===== src/rtl/morse_pkg.sv =====
// Shared constants, state encoding and symbol-accumulator type for the morse receive path.
// Latency: n/a (declarations only).
// Backpressure: n/a.
package morse_pkg;

  // Symbol accumulator geometry: up to 6 symbols, length 0..6
  localparam int PAT_W = 6;
  localparam int LEN_W = 4;

  // Timing thresholds expressed in dot units
  localparam int DASH_UNITS     = 2;
  localparam int CHAR_GAP_UNITS = 2;
  localparam int WORD_GAP_UNITS = 5;
  localparam int SAT_UNITS      = 7;

  localparam logic [7:0] ASCII_SPACE = 8'h20;
  localparam logic [7:0] ASCII_QMARK = 8'h3F;

  typedef enum logic [2:0] {
    ST_IDLE  = 3'd0,
    ST_MARK  = 3'd1,
    ST_SPACE = 3'd2,
    ST_EMIT  = 3'd3,
    ST_WORD  = 3'd4
  } state_t;

  // Pending character: first symbol in pat[0], dot = 1, dash = 0
  typedef struct packed {
    logic             ovf;
    logic [LEN_W-1:0] len;
    logic [PAT_W-1:0] pat;
  } sym_t;

endpackage


===== src/rtl/morse_code_to_ascii.sv =====
// Combinational lookup from (pattern, length) to uppercase ASCII, with a hit flag.
// Latency: 0 cycles (pure combinational).
// Backpressure: none.
// Ports: pat/len = accumulated symbols (pat[0] first, dot = 1); ascii = character on hit, 0 otherwise; hit = pattern known.
module morse_code_to_ascii
  import morse_pkg::*;
(
  input  logic [PAT_W-1:0] pat,
  input  logic [LEN_W-1:0] len,
  output logic [7:0]       ascii,
  output logic             hit
);

  // Patterns are written MSB-first, so the morse string reads right to left.
  always_comb begin
    ascii = 8'h00;
    hit   = 1'b1;
    case ({len, pat})
      {4'd2, 6'b000001}: ascii = "A";
      {4'd4, 6'b001110}: ascii = "B";
      {4'd4, 6'b001010}: ascii = "C";
      {4'd3, 6'b000110}: ascii = "D";
      {4'd1, 6'b000001}: ascii = "E";
      {4'd4, 6'b001011}: ascii = "F";
      {4'd3, 6'b000100}: ascii = "G";
      {4'd4, 6'b001111}: ascii = "H";
      {4'd2, 6'b000011}: ascii = "I";
      {4'd4, 6'b000001}: ascii = "J";
      {4'd3, 6'b000010}: ascii = "K";
      {4'd4, 6'b001101}: ascii = "L";
      {4'd2, 6'b000000}: ascii = "M";
      {4'd2, 6'b000010}: ascii = "N";
      {4'd3, 6'b000000}: ascii = "O";
      {4'd4, 6'b001001}: ascii = "P";
      {4'd4, 6'b000100}: ascii = "Q";
      {4'd3, 6'b000101}: ascii = "R";
      {4'd3, 6'b000111}: ascii = "S";
      {4'd1, 6'b000000}: ascii = "T";
      {4'd3, 6'b000011}: ascii = "U";
      {4'd4, 6'b000111}: ascii = "V";
      {4'd3, 6'b000001}: ascii = "W";
      {4'd4, 6'b000110}: ascii = "X";
      {4'd4, 6'b000010}: ascii = "Y";
      {4'd4, 6'b001100}: ascii = "Z";
      {4'd5, 6'b000000}: ascii = "0";
      {4'd5, 6'b000001}: ascii = "1";
      {4'd5, 6'b000011}: ascii = "2";
      {4'd5, 6'b000111}: ascii = "3";
      {4'd5, 6'b001111}: ascii = "4";
      {4'd5, 6'b011111}: ascii = "5";
      {4'd5, 6'b011110}: ascii = "6";
      {4'd5, 6'b011100}: ascii = "7";
      {4'd5, 6'b011000}: ascii = "8";
      {4'd5, 6'b010000}: ascii = "9";
      {4'd6, 6'b010101}: ascii = ".";
      {4'd6, 6'b001100}: ascii = ",";
      {4'd6, 6'b110011}: ascii = "?";
      {4'd6, 6'b100001}: ascii = 8'h27;  // apostrophe
      {4'd5, 6'b010110}: ascii = "/";
      {4'd5, 6'b010010}: ascii = "(";
      {4'd6, 6'b010010}: ascii = ")";
      {4'd6, 6'b111000}: ascii = ":";
      {4'd5, 6'b001110}: ascii = "=";
      {4'd5, 6'b010101}: ascii = "+";
      {4'd6, 6'b011110}: ascii = "-";
      {4'd6, 6'b101101}: ascii = 8'h22;  // double quote
      {4'd6, 6'b101001}: ascii = "@";
      default:           hit   = 1'b0;
    endcase
  end

endmodule


===== src/rtl/morse_key_decoder.sv =====
// Decodes a single morse key level into ASCII characters plus one space per word gap.
// Latency: character pulse 2U+1 cycles after the last key_s fall; word space 5U+1 cycles after it.
// Backpressure: none; ascii_o/valid_o/err_o are single-cycle pulses that must be captured when seen.
// Ports: clk_i, rst_i (sync, active-high), key_i (raw key, 1 = mark), ascii_o, valid_o, err_o, busy_o.
module morse_key_decoder
  import morse_pkg::*;
#(
  parameter int CLKS_PER_UNIT = 1_000_000
) (
  input  logic       clk_i,
  input  logic       rst_i,
  input  logic       key_i,
  output logic [7:0] ascii_o,
  output logic       valid_o,
  output logic       err_o,
  output logic       busy_o
);

  localparam int CNT_W = $clog2(SAT_UNITS * CLKS_PER_UNIT + 1);
  localparam logic [CNT_W-1:0] CNT_SAT  = CNT_W'(SAT_UNITS * CLKS_PER_UNIT);
  localparam logic [CNT_W-1:0] DASH_CNT = CNT_W'(DASH_UNITS * CLKS_PER_UNIT);
  // SPACE leaves one count early because EMIT adds a cycle before the
  // registered pulse; both pulses then land threshold+1 cycles after the fall.
  localparam logic [CNT_W-1:0] CHAR_LAST = CNT_W'(CHAR_GAP_UNITS * CLKS_PER_UNIT - 1);
  localparam logic [CNT_W-1:0] WORD_CNT  = CNT_W'(WORD_GAP_UNITS * CLKS_PER_UNIT);

  logic             key_meta;
  logic             key_s;
  logic             key_d;
  logic             key_rise;
  logic             key_fall;
  logic [CNT_W-1:0] cnt;
  state_t           state;
  state_t           state_nxt;
  sym_t             sym;
  sym_t             sym_nxt;
  logic [7:0]       ascii_nxt;
  logic             valid_nxt;
  logic             err_nxt;
  logic [7:0]       lut_ascii;
  logic             lut_hit;

  assign key_rise = key_s & ~key_d;
  assign key_fall = ~key_s & key_d;
  assign busy_o   = (state == ST_MARK) || (state == ST_SPACE) || (state == ST_EMIT);

  morse_code_to_ascii u_lut (
    .pat   (sym.pat),
    .len   (sym.len),
    .ascii (lut_ascii),
    .hit   (lut_hit)
  );

  always_ff @(posedge clk_i) begin
    if (rst_i) begin
      key_meta <= 1'b0;
      key_s    <= 1'b0;
      key_d    <= 1'b0;
      cnt      <= '0;
      state    <= ST_IDLE;
      sym      <= '0;
      ascii_o  <= 8'h00;
      valid_o  <= 1'b0;
      err_o    <= 1'b0;
    end else begin
      key_meta <= key_i;
      key_s    <= key_meta;
      key_d    <= key_s;
      // On an edge cycle cnt still holds the length of the level that just ended.
      if (key_rise || key_fall) begin
        cnt <= CNT_W'(1);
      end else if (cnt != CNT_SAT) begin
        cnt <= cnt + 1'b1;
      end
      state   <= state_nxt;
      sym     <= sym_nxt;
      ascii_o <= ascii_nxt;
      valid_o <= valid_nxt;
      err_o   <= err_nxt;
    end
  end

  always_comb begin
    state_nxt = state;
    sym_nxt   = sym;
    ascii_nxt = 8'h00;
    valid_nxt = 1'b0;
    err_nxt   = 1'b0;
    case (state)
      ST_IDLE: begin
        if (key_rise) state_nxt = ST_MARK;
      end
      ST_MARK: begin
        if (key_fall) begin
          if (sym.len == LEN_W'(PAT_W)) begin
            sym_nxt.ovf = 1'b1;
          end else begin
            if (cnt < DASH_CNT) sym_nxt.pat = sym.pat | (PAT_W'(1) << sym.len);
            sym_nxt.len = sym.len + 1'b1;
          end
          state_nxt = ST_SPACE;
        end
      end
      ST_SPACE: begin
        if (key_rise) begin
          state_nxt = ST_MARK;
        end else if (cnt >= CHAR_LAST) begin
          state_nxt = ST_EMIT;
        end
      end
      ST_EMIT: begin
        if (lut_hit && !sym.ovf) begin
          ascii_nxt = lut_ascii;
          valid_nxt = 1'b1;
        end else begin
          ascii_nxt = ASCII_QMARK;
          err_nxt   = 1'b1;
        end
        sym_nxt   = '0;
        state_nxt = ST_WORD;
      end
      ST_WORD: begin
        // Level test: a rise that arrived during EMIT is picked up here.
        if (key_s) begin
          state_nxt = ST_MARK;
        end else if (cnt >= WORD_CNT) begin
          ascii_nxt = ASCII_SPACE;
          valid_nxt = 1'b1;
          state_nxt = ST_IDLE;
        end
      end
      default: state_nxt = ST_IDLE;
    endcase
  end

endmodule


===== config.mk =====
export PLATFORM = sky130hd
export DESIGN_NAME = morse_key_decoder
export DESIGN_NICKNAME = d
export VERILOG_FILES = /design/src/rtl/morse_pkg.sv /design/src/rtl/morse_code_to_ascii.sv /design/src/rtl/morse_key_decoder.sv
export SDC_FILE = /design/constraint.sdc
export NUM_CORES = 1
export LEC_CHECK = 0
export BUFFER_PORTS_ARGS = -buffer_cell sky130_fd_sc_hd__buf_2
export CORE_ASPECT_RATIO = 0.7
export CORE_MARGIN = 4
export CORE_UTILIZATION = 30
export DETAILED_ROUTE_END_ITERATION = 6
export PLACE_DENSITY = 0.57
export SYNTH_ARGS = -nofsm -noshare
export SYNTH_HDL_FRONTEND = slang
export SYNTH_SLANG_ARGS = --single-unit

===== constraint.sdc =====
create_clock -name clk_i -period 4.4 [get_ports clk_i]
set_input_delay 0.88 -clock clk_i [delete_from_list [all_inputs] [get_ports clk_i]]
set_output_delay 0.88 -clock clk_i [all_outputs]
set_load 0.01 [all_outputs]

Word-level counts from Yosys, hierarchy flattened
Index checks and enable logic that the tools add are counted.

Add/subtract/negate cells: 2. $lt $le $gt $ge: 3. Eq/ne operators: 62. Shift operators: 1. Muxes and demuxes: 25. Bitwise operators: 6. Reduce and logical (&&, ||, !) cells: 15.

Operator list (number): $eq 10x9->1 const B (35); $pmux 7 s49 (1); $eq 10x8->1 const B (12); $reduce_or 49->1 (1); $add 23x1->23 const B (1); $ge 23x21->1 const B (1); $ge 23x23->1 const B (1); $lt 23x21->1 const B (1); $ne 23x23->1 const B (1); $pmux 11 s2 (1); $eq 10x7->1 const B (2); $mux 3 (6); $mux 6 (3); $pmux 8 s2 (1); $pmux 3 s5 (1); $mux 11 (1); $mux 10 (1); $mux 1 (8); $mux 8 (1); $reduce_and 4->1 (2); $eq 3x2->1 const B (2); $ne 2x2->1 const B (3); $or 6x6->6 (1); $reduce_and 3->1 (2); other kinds (17) (25).

Register bits: 50. Input bits: 3. Output and inout port bits: 11. Logic and storage cells: 126.

Depth between registers and ports, before layout
Word-level depth: 6. Gate-level depth with buffers: 10. Gate-level depth less buffers: 9.

Modules after synthesis
From an unflattened synthesis, not the netlist that was laid out.

Cell total of the unflattened synthesis: 458. Area total of the unflattened synthesis: 3489.6 um^2.

By module, submodules not included: morse_key_decoder (times used 1, cells each 281, area each 2394.8 um^2, sequential area each 1001.0 um^2); morse_code_to_ascii (times used 1, cells each 177, area each 1094.8 um^2, sequential area each 0.0 um^2).

Worst setup path before layout
No wires, ideal clock.

Kind: reg2reg. Start point: register sym[6] (netlist name). End point: register ascii_o[5]. Library setup time: 0.128 ns. Arrival: 2.078 ns. Required time: 4.272 ns. Setup slack: 2.194 ns. Cell stages (with the launch flop): 11. Buffers on the path: 1. Clock period less this slack: 2.206 ns. Path through: dfxtp_1 > inv_1 > ha_1 > buf_2 > and2b_1 > nand4b_1 > o2bb2ai_2 > a2111oi_4 > nor3b_4 > nor3b_1 > o21ai_1.

Cells in the longest elaborated chain, start to end: 6. Elaborated cells on any way between the ends: 55. Those cells by class: eq/ne (49); mux (4); reduce/logical (2).

RTL lines: from (decl) (RTL line morse_key_decoder.sv:35) `sym_t sym;`; from (signal assigned) (RTL line morse_key_decoder.sv:76) `sym <= sym_nxt;`; $eq 10x8->1 (tied with other cells) (RTL line morse_code_to_ascii.sv:18) `case ({len, pat})`; $reduce_or 49->1 (no source line); $mux 1 (RTL line morse_code_to_ascii.sv:18); $logic_and 1x1->1 (RTL line morse_key_decoder.sv:112) `if (lut_hit && !sym.ovf) begin`; $mux 8 * (RTL line morse_key_decoder.sv:112); $pmux 8 s2 * (RTL line morse_key_decoder.sv:89) `case (state)`; to (signal assigned) (RTL line morse_key_decoder.sv:77) `ascii_o <= ascii_nxt;`; to (decl) (RTL line morse_key_decoder.sv:13) `output logic [7:0] ascii_o,`.

Mark *: on every way between the ends. The rest lies on a longest branch, timed or not. A chain may end at the register's enable or synchronous reset.

Worst setup path after layout
Start point: register sym[1] (netlist name). End point: register ascii_o[3].

The elaborated chain is that of the path after synthesis.

==> impl_metrics.csv <==
group,metric,value,unit
clocking,cts_num_sinks,49,
global_route,wire_length_of_the_first_global_routing_pass,14900,µm
clocking,cts-root-buf,"clkbuf_16",
yosys,async_reset_ff_share,0,%
worst_setup_path,critical_path.max_fanout,25,
placement,cell_area_after_placement,3470,µm²
pwr,p_comb_share,3.3,%
drt,drt_pre_antenna_iters,5,
sta,final.hold.worst_slack,445,ps
yosys,synth_mux_area_share,1.22,%
sta,maxClockFrequency,0.351,GHz
global_route,gr-total-overflow,0,
drt,vias_per_cell,5.36,
pwr,power.density_cell_area,251,nW/µm²
worst_setup_path,critical_path_capture_point_type,"flip-flop",
pwr,switching_power,0.189,mW
clocking,cts_tree,"done",
sta,post-route-min-period,2850,ps
cells_and_area,area_growth,7.97,%
cells_and_area,utilization,33.1,%
worst_setup_path,arrival_time_of_the_worst_setup_path,2990,ps
clocking,number_of_cells_upsized_or_downsized_after_cts,0,
job,timing.max_cap.violations,0,
floorplan,fp.dieArea,13000,µm²
drt,met2WireLength,3370,µm
sta,grt_setup_unrepaired,"no",
yosys,synthesis.nets,441,
yosys,yosysUniqueCellTypes,81,
floorplan,core.rowCount,32,
clocking,total_clock_buffers_created_by_cts,5,
sta,worst-slew-pin-transition,1010,ps
cells_and_area,nFillCells,1159,
worst_hold_path,min_path_type,"reg -> reg",
clocking,clk-insertion-delay-late,290,ps
global_route,pin_count_of_the_biggest_net_entering_global_routing,26,
floorplan,ioPinCount,14,
yosys,largest_family_of_logic_cells_by_synthesized_area,"simple AND/OR/NAND/NOR gates",
clocking,cts.clk_slew.worst_paths,60,ps
global_route,number_of_antenna_violations_at_the_first_check_in_global_routing,0,
sta,worst_clock_skew,11.2,ps
sta,max-slew-margin-rel,32.6,%
drt,met3WireLength,787,µm
drt,vias,3076,
floorplan,core,11000,µm²
yosys,synthesis.area,3380,µm²
sta,hold_viol,0,
sta,timing.final.setup_violations,0,
pwr,power.switching_fraction,20.7,%
cells_and_area,fraction_of_final_layout_cells_with_drive_strength_greater_than_1,11.4,%
pwr,total_power,0.916,mW
placement,place_ws,1620,ps
clocking,clock_tree.buffer_depth,2,
yosys,synth.yosys.seq_area_share,29.1,%
global_route,grt.total_usage,14.2,%
cells_and_area,finalInstanceArea,3640,µm²
drt,drc_errors,0,
pwr,clkPwrFrac,47.3,%
drt,antenna_violating_nets_post_route,0,
placement,routabilityCongestion,0.934,
pwr,power.leakage,1.25,nW
sta,fin_tns_setup,0,ps
drt,drt_wl_total,9260,µm
outcome,status,"finished, final reports clean",
pwr,seq_power_share,49.4,%
placement,dp_cells,566,
yosys,postSynthCellCount,429,
pwr,p_int,0.727,mW
sta,final.period_utilization,64.7,%
yosys,yosys_reg_bits,49,
global_route,vias_in_the_first_global_route,2708,
yosys,ys.flop_type,"dfxtp_1",
drt,post_drt_wl_per_cell,16.1,µm
worst_setup_path,cp-start-kind,"flip-flop",
cells_and_area,final_cell_count_no_fill,574,
drt,first_iter_violations,426,
cells_and_area,num-nets-final,432,
clocking,post_cts.repair.setup_buffers,0,
placement,io_buffers,12,
yosys,xor_and_xnor_area_share_after_synthesis,5.19,%
yosys,yosys_warnings,0,
placement,detailedPlacementHpwl,6780,µm
yosys,synth-compound-area-share,18.5,%
yosys,number_of_synthesized_flops_with_an_enable_pin,0,
pwr,vdd_drop_max,0.196,mV
yosys,synth.avg_cell_area,7.87,µm²
drt,maxUsedRoutingLayer,"met4",
cells_and_area,diodes,0,
floorplan,floorplan.initialDensity,30.7,%
drt,detail_route.wirelength.met1,5010,µm
clocking,ctsHoldBuffers,0,
floorplan,floorplan.die.height,96.8,µm
yosys,post_synth_adder_cell_area,3.34,%
worst_setup_path,timing.setup.critical_path_class,"reg -> reg",
floorplan,fp.dieW,135,µm
yosys,synth_simple_gate_area_share,36.6,%
sta,finalMaxSlewViolations,0,
sta,finalWorstSetupSlack,1550,ps
clocking,clock_tree.htree_level_count,2,
worst_setup_path,worst_ep_required_time,4550,ps
[per-layer routing]
layer,up-vias,global-route usage (%)
li1,1530,-
met3,10,4.42
met1,1432,23.6
met4,0,3.21
met5,-,0
met2,104,16.7
[layout by cell type, fill, tap and decap left out, drive strengths merged, types with 4 or more instances in the layout]
cell     n
and2     4
o21ai   14
or3      8
and3     4
xor2    16
nand2b  10
nand2   39
a31oi    9
nand3   26
clkbuf   5
nor2b    9
nor3b    4
nor4    13
ha       9
xnor2    4
nor2    57
a21oi   30
nor3    13
dfxtp   49
buf     13
nand4   11
inv     11
[cells by family (layout without fill, tap and decap cells)]
kind of cell / after synthesis / after routing
mux: 4 / 4
fa+ha+maj: 9 / 9
flops: 49 / 49
xor+xnor: 20 / 20
other cells: 1 / 1
buf+inv: 40 / 32
compound gates: 88 / 88
simple gates: 218 / 218
[synthesized netlist by cell type (10+ instances only)]
library cell  instances  area share (%)
nand2b_1             10             1.9
xor2_1               16             4.2
nand3_1              24             3.6
inv_1                10             1.1
buf_2                12             1.8
nor2_1               56             6.2
nor4_1               10             1.9
nor3_1               12             1.8
a21oi_1              28             4.2
o21ai_0              10             1.5
nand4_1              11             2.0
nand2_1              39             4.3
dfxtp_1              49              29
[area by class of cell]
class / instances / area (µm²) / area share (%)
tap: 153 / 191 / 5.25
clock buffer: 5 / 125 / 3.43
sequential: 49 / 981 / 26.9
clock inverter: 3 / 46.3 / 1.27
inverter: 11 / 41.3 / 1.13
multi-input combinational: 340 / 2190 / 60.1
timing repair buffer: 13 / 67.6 / 1.85
[power groups by stage]
stage	Sequential, mW	Clock [mW]	Combinational [mW]
2_1_floorplan	0.460	0	0.0257
3_3_place_gp	0.462	0	0.0303
3_5_place_dp	0.463	0	0.0305
4_1_cts	0.452	0.446	0.0307
5_1_grt	0.453	0.468	0.0347
6_report	0.453	0.433	0.0306
[path summary, 6_finish.rpt]
path	end	slack, ps	cells after the start	startpoint
min reg2reg	key_s	440	1	key_meta
max reg2reg	ascii_o[3]	1550	7	sym[1]
min	key_s	440	1	key_meta
max	ascii_o[3]	1550	7	sym[1]
[critical path, cell delays in order, from the launching register on]
cell,delay [ps]
dfxtp_1,980
nand2b_1,450
nor3_4,390
o2bb2ai_2,230
a2111oi_4,110
nor3b_4,190
a21oi_4,220
a41oi_2,130
[sequential cells by signal (all words and copies together), names as in the netlist]
register,count
valid_o,1
key_d,1
key_meta,1
cnt,23
key_s,1
state,3
ascii_o,7
err_o,1
sym,11
No activity file was read; power rests on OpenSTA's default activity.
